==> src/rtl/fifo_wr_arbiter.sv <==
// Round-robin, burst-granular arbiter sharing one FIFO write port among NREQ producers.
// Beats pass combinationally from the owning producer to the FIFO (zero latency).
module fifo_wr_arbiter #(
    parameter int DATA_W    = 128,
    parameter int NREQ      = 4,
    parameter int MAX_BURST = 4,
    localparam int IDW      = $clog2(NREQ),
    localparam int CNTW     = $clog2(MAX_BURST + 1)
) (
    input  logic                     clk,
    input  logic                     rstn,
    input  logic [NREQ-1:0]          i_req,
    input  logic [NREQ*DATA_W-1:0]   i_data,
    input  logic [NREQ-1:0]          i_last,
    output logic [NREQ-1:0]          o_ack,
    output logic                     o_wren,
    output logic [DATA_W-1:0]        o_wrdata,
    input  logic                     i_full,
    input  logic                     i_alm_full,
    output logic [IDW-1:0]           o_grant_id,
    output logic                     o_busy
);

    typedef enum logic {IDLE, BURST} state_t;

    state_t          state_q, state_d;
    logic [IDW-1:0]  rr_ptr_q, rr_ptr_d;
    logic [IDW-1:0]  owner_q, owner_d;
    logic [CNTW-1:0] beat_cnt_q, beat_cnt_d;

    logic            found;
    logic [IDW-1:0]  pick;
    logic [IDW:0]    cand_sum;
    logic [IDW-1:0]  cand;
    logic            beat;
    logic [IDW-1:0]  owner_nxt;

    // First requester at or after rr_ptr, scanning upward modulo NREQ.
    always_comb begin
        found    = 1'b0;
        pick     = '0;
        cand_sum = '0;
        cand     = '0;
        for (int i = 0; i < NREQ; i++) begin
            cand_sum = {1'b0, rr_ptr_q} + (IDW+1)'(i);
            if (cand_sum >= (IDW+1)'(NREQ))
                cand_sum = cand_sum - (IDW+1)'(NREQ);
            cand = cand_sum[IDW-1:0];
            if (!found && i_req[cand]) begin
                found = 1'b1;
                pick  = cand;
            end
        end
    end

    assign owner_nxt = (owner_q == IDW'(NREQ - 1)) ? '0 : owner_q + 1'b1;
    assign beat      = (state_q == BURST) && i_req[owner_q] && !i_full;

    always_comb begin
        state_d    = state_q;
        rr_ptr_d   = rr_ptr_q;
        owner_d    = owner_q;
        beat_cnt_d = beat_cnt_q;
        o_wren     = 1'b0;
        o_ack      = '0;
        o_wrdata   = '0;
        o_busy     = 1'b0;
        case (state_q)
            IDLE: begin
                if (found && !i_alm_full) begin
                    owner_d    = pick;
                    beat_cnt_d = '0;
                    state_d    = BURST;
                end
            end
            BURST: begin
                o_busy = 1'b1;
                if (beat) begin
                    o_wren     = 1'b1;
                    o_ack      = NREQ'(1) << owner_q;
                    o_wrdata   = i_data[owner_q*DATA_W +: DATA_W];
                    beat_cnt_d = beat_cnt_q + 1'b1;
                    if (i_last[owner_q] || (beat_cnt_q + 1'b1 == CNTW'(MAX_BURST))) begin
                        state_d  = IDLE;
                        rr_ptr_d = owner_nxt;
                    end
                end else if (!i_req[owner_q]) begin
                    // Owner withdrew: release without writing.
                    state_d  = IDLE;
                    rr_ptr_d = owner_nxt;
                end
            end
            default: state_d = IDLE;
        endcase
    end

    always_ff @(posedge clk or negedge rstn) begin
        if (!rstn) begin
            state_q    <= IDLE;
            rr_ptr_q   <= '0;
            owner_q    <= '0;
            beat_cnt_q <= '0;
        end else begin
            state_q    <= state_d;
            rr_ptr_q   <= rr_ptr_d;
            owner_q    <= owner_d;
            beat_cnt_q <= beat_cnt_d;
        end
    end

    assign o_grant_id = owner_q;

endmodule
==> config.mk <==
export PLATFORM = sky130hd
export DESIGN_NAME = fifo_wr_arbiter
export DESIGN_NICKNAME = d
export VERILOG_FILES = /design/src/rtl/fifo_wr_arbiter.sv
export SDC_FILE = /design/constraint.sdc
export NUM_CORES = 1
export LEC_CHECK = 0
export CAP_MARGIN = 20
export CORE_AREA = 2 2 260 262
export DETAILED_ROUTE_END_ITERATION = 8
export DIE_AREA = 0 0 262 264
export GPL_TIMING_DRIVEN = 0
export HOLD_SLACK_MARGIN = 0.1
export PLACE_DENSITY = 0.3
export SLEW_MARGIN = 0
export SYNTH_ARGS = -nofsm -noshare
export SYNTH_HDL_FRONTEND = slang
export SYNTH_SLANG_ARGS = --single-unit
==> constraint.sdc <==
create_clock -name clk -period 5.2 [get_ports clk]
set_input_delay 1.3 -clock clk [delete_from_list [all_inputs] [get_ports clk]]
set_output_delay 1.3 -clock clk [all_outputs]
set_load 0.05 [all_outputs]
==> impl_results.md <==
- Outcome: completed
- Layout cells sized above 1: 17.79%
- Post-synthesis mux area share: about two thirds
- Clock Sinks: 8
- XOR/XNOR Fraction of Synth Area: 0%
- Final Hold Viols: 0
- Synth area leader: mux4_2
- Initial antenna violation count: 6
- Tightest Hold Check Type: register to register
- Register bit total from synthesis: 8
- Most frequent cell after synthesis: and2_1
- Worst path max stage delay: about 580 ps
- Clk slew on worst S/H paths: ~40 ps
- Register area: about 200 sq um
- Fin nets: around 1600
- Arrival @ worst endpoint: around 3800 ps
- Largest family of logic cells by synthesized area: multiplexers
- Largest net degree at the start of global routing: 11
- Post-synth cell types: 27
- Mapped Nets: about 900
- # DRC: 0
- DRT Pass-1 Iters: 5
- Max_cap viols: 0
- First-pass GRT wire length: roughly 55000 um
- CORE AREA: around 67000 sq um
- Port Buffers: approximately 660
- Total Wirelength: slightly above 40000 um
- # setup viols final: 0
- Yosys warnings: 0
- Die ar.: 69170 sq um
- CTS tree: yes
- CTS Buf Count: 3
- Crit share post-route: between 90% and 100%
- Die Span Y: 264 um
- Worst Path Required: 3900 ps
- Setup Crit Path Kind: primary input to primary output
- Setup slack, reg-to-reg: roughly 2900 ps
- Compound-Gate Fraction of Synth Area: under 10%
- Crit-path max FO: 10
- Tmin final: ~5100 ps
- H-tree depth: 1
- Mapped Area: between 4000 and 5000 sq um
- Relative slew slack: ~46%
- Remaining Overflow, GRT: 0
- CTS Buffer Depth: 2
- GR Util met1: ~11%
- Worst IR Drop VDD: 0.0001197 V
- WL per Instance: ~21 um
- GPL Wtd Cong: roughly 0.77
- Crit-path most repeated cell: buf_6
- Sequential area share after synthesis: ~4.4%
- Detailed-route via count: 6268
- Minimum hold slack: 533.0 ps
- Slowest CP cell: dlygate4sd2_1
- Total GRT Usage: 11.05%
- Layout area overhead: 167.5%
- Nature of the critical path startpoint: primary input
- Leak: roughly 4.7 nW
- Finished Cell Area: 12160 sq um
- Synth Area in Simple Gates: 20.92%
- Met3 Resource Use GR: a little under 3%
- Grt met2 use: ~22%
- Clock Tree Root: clkbuf_16
- Synth async-reset ratio: between 90% and 100%
- Post-Syn Instances: 361
- Dpl hpwl: around 36000 um
- # rows: between 90 and 100
- Area of the multi-input gates: 4084 sq um
- Critical Path, Cell by Cell: clkdlybuf4s50_1 > mux4_2 > nand3b_4 > inv_2 > buf_6 > buf_6 > and2_1 > dlygate4sd2_1
- Synth area leaders: mux4_2, and2_1, dfrtp_1
- Worst Skew: about 1.5 ps
- GR peak layer: met2
- Initial Util: under 10%
- Area post-placement: roughly 12000 sq um
- DR vias/cell: around 3.3
- Adder-cell share of the synthesized area: between 1.5 and 2%
- IO Count: 660
- PwrDens: just over 300 nW/um^2
- Chip width: about 260 um
- Synth cell count leaders: and2_1, mux4_2, buf_2, clkbuf_1, buf_1
- DRT iter0 DRCs: roughly 150
- Fillcell total: between 7000 and 8000
- Cts hold-fix bufs: 0
- Critical Path Sink Type: primary output
- Worst-margin pin slew: 814.3 ps
- Worst-Skew Late Latency: ~230 ps
- Share of the synthesized area in the top cell type: 63.91%
- Number of global-route vias before repair: 7088
- Mean Syn Cell Area: between 10 and 15 sq um
- Post-synth EDFFs: 0
- RSZ-0062 raised after global routing: false
- Post-DRT Antenna Nets: 0
- Slew Viols, Final: 0
- Fmax: between 150 and 200 MHz
- Main flop type after synthesis: dfrtp_1
final cells by class:
class	count	area share, %
Timing Repair Buffer	659	52.94
Multi-Input combinational cell	305	33.59
Tap cell	873	8.984
Buffer	44	2.079
Sequential cell	8	1.647
Clock buffer	3	0.6175
Inverter	4	0.1235
Antenna cell	1	0.02058
path summary, 6_finish.rpt:
check | start | end | cells past startpoint
worst max register to register | o_grant_id[0]$_DFFE_PN0P_ | rr_ptr_q[1]$_DFFE_PN0P_ | 6
worst min-delay path | beat_cnt_q[0]$_DFFE_PN0P_ | beat_cnt_q[0]$_DFFE_PN0P_ | 1
worst min register to register | beat_cnt_q[0]$_DFFE_PN0P_ | beat_cnt_q[0]$_DFFE_PN0P_ | 1
worst max-delay path | i_req[3] | o_wrdata[85] | 8
min in group asynchronous | rstn | rr_ptr_q[1]$_DFFE_PN0P_ | 1
max in group asynchronous | rstn | rr_ptr_q[0]$_DFFE_PN0P_ | 1
report_power, final:
part,leakage (nW),switching (mW),internal (mW)
logic,4.54,1.86,1.63
clock network,0.0370,0.0285,0.0990
registers,0.101,0.0416,0.0866
worst max-delay path, delay by kind of cell:
family                 cells  cell delay [ps]
buffers and inverters      5             1850
AND/OR/NAND/NOR            2              260
multiplexers               1              340
registers in the layout (all words and copies together) (netlist names):
signal / flops
rr_ptr_q: 2
beat_cnt_q: 3
o_grant_id: 2
state_q: 1
kinds of logic after synthesis:
family / after synthesis
AOI/OAI and AO/OA: 10
adders and majority gates: 6
buffers and inverters: 48
DFF: 8
muxes: 135
and+or+nand+nor: 154
metal layers:
metal	up-vias	part of all wire, %
met5	-	0.18
met4	12	0.67
met3	20	9.2
met2	374	56
met1	3066	34
li1	2796	-
timing repair:
| action | in CTS | in global routing |
|---|---|---|
| pin swaps | 0 | 0 |
| endpoints found under the setup margin | 133 | 22 |
| setup buffers | 0 | 0 |
| resized for setup | 155 | 24 |
stage by stage:
stage | TNS, ps | cells | power (mW) | worst slack (ps) | util, %
CTS | 0 | 1896 | 3.860 | 2.824 | 18.28
detailed placement | -26250 | 1893 | 3.834 | -369.6 | 18.38
global placement | -21700 | 1893 | 3.843 | -321.5 | 18.38
finish | 0 | 1897 | 3.739 | 138.3 | 18.27
global route | 0 | 1896 | 4.012 | 0.06350 | 18.26
floorplan | 0 | 361 | 2.431 | 1285 | -
placed cells by master, fill, tap and decap left out:
cell type | netlist | layout
o31ai_1 | 1 | 1
buf_1 | 9 | 9
nand3_1 | 3 | 3
inv_1 | 2 | 2
diode_2 | 0 | 1
clkdlybuf4s50_1 | 0 | 526
nor3b_1 | 1 | 1
mux2_2 | 3 | 3
clkbuf_1 | 10 | 5
o21ai_0 | 2 | 2
clkbuf_16 | 0 | 3
buf_6 | 8 | 8
buf_2 | 17 | 17
nand2_1 | 5 | 5
clkdlybuf4s15_1 | 0 | 14
dlygate4sd2_1 | 0 | 106
a211o_1 | 1 | 1
clkbuf_2 | 0 | 12
a211oi_1 | 2 | 2
nand3b_4 | 1 | 1
dfrtp_1 | 8 | 8
and2_1 | 132 | 132
a21oi_1 | 2 | 2
a32o_1 | 1 | 1
nor2_1 | 4 | 4
nand2b_1 | 5 | 5
clkdlybuf4s15_2 | 0 | 6
o41ai_4 | 1 | 1
mux4_2 | 129 | 129
inv_2 | 2 | 2
or4_1 | 1 | 1
nor3_1 | 2 | 2
ha_1 | 6 | 6
mux2i_1 | 3 | 3
(Power assumes the default switching activity.)
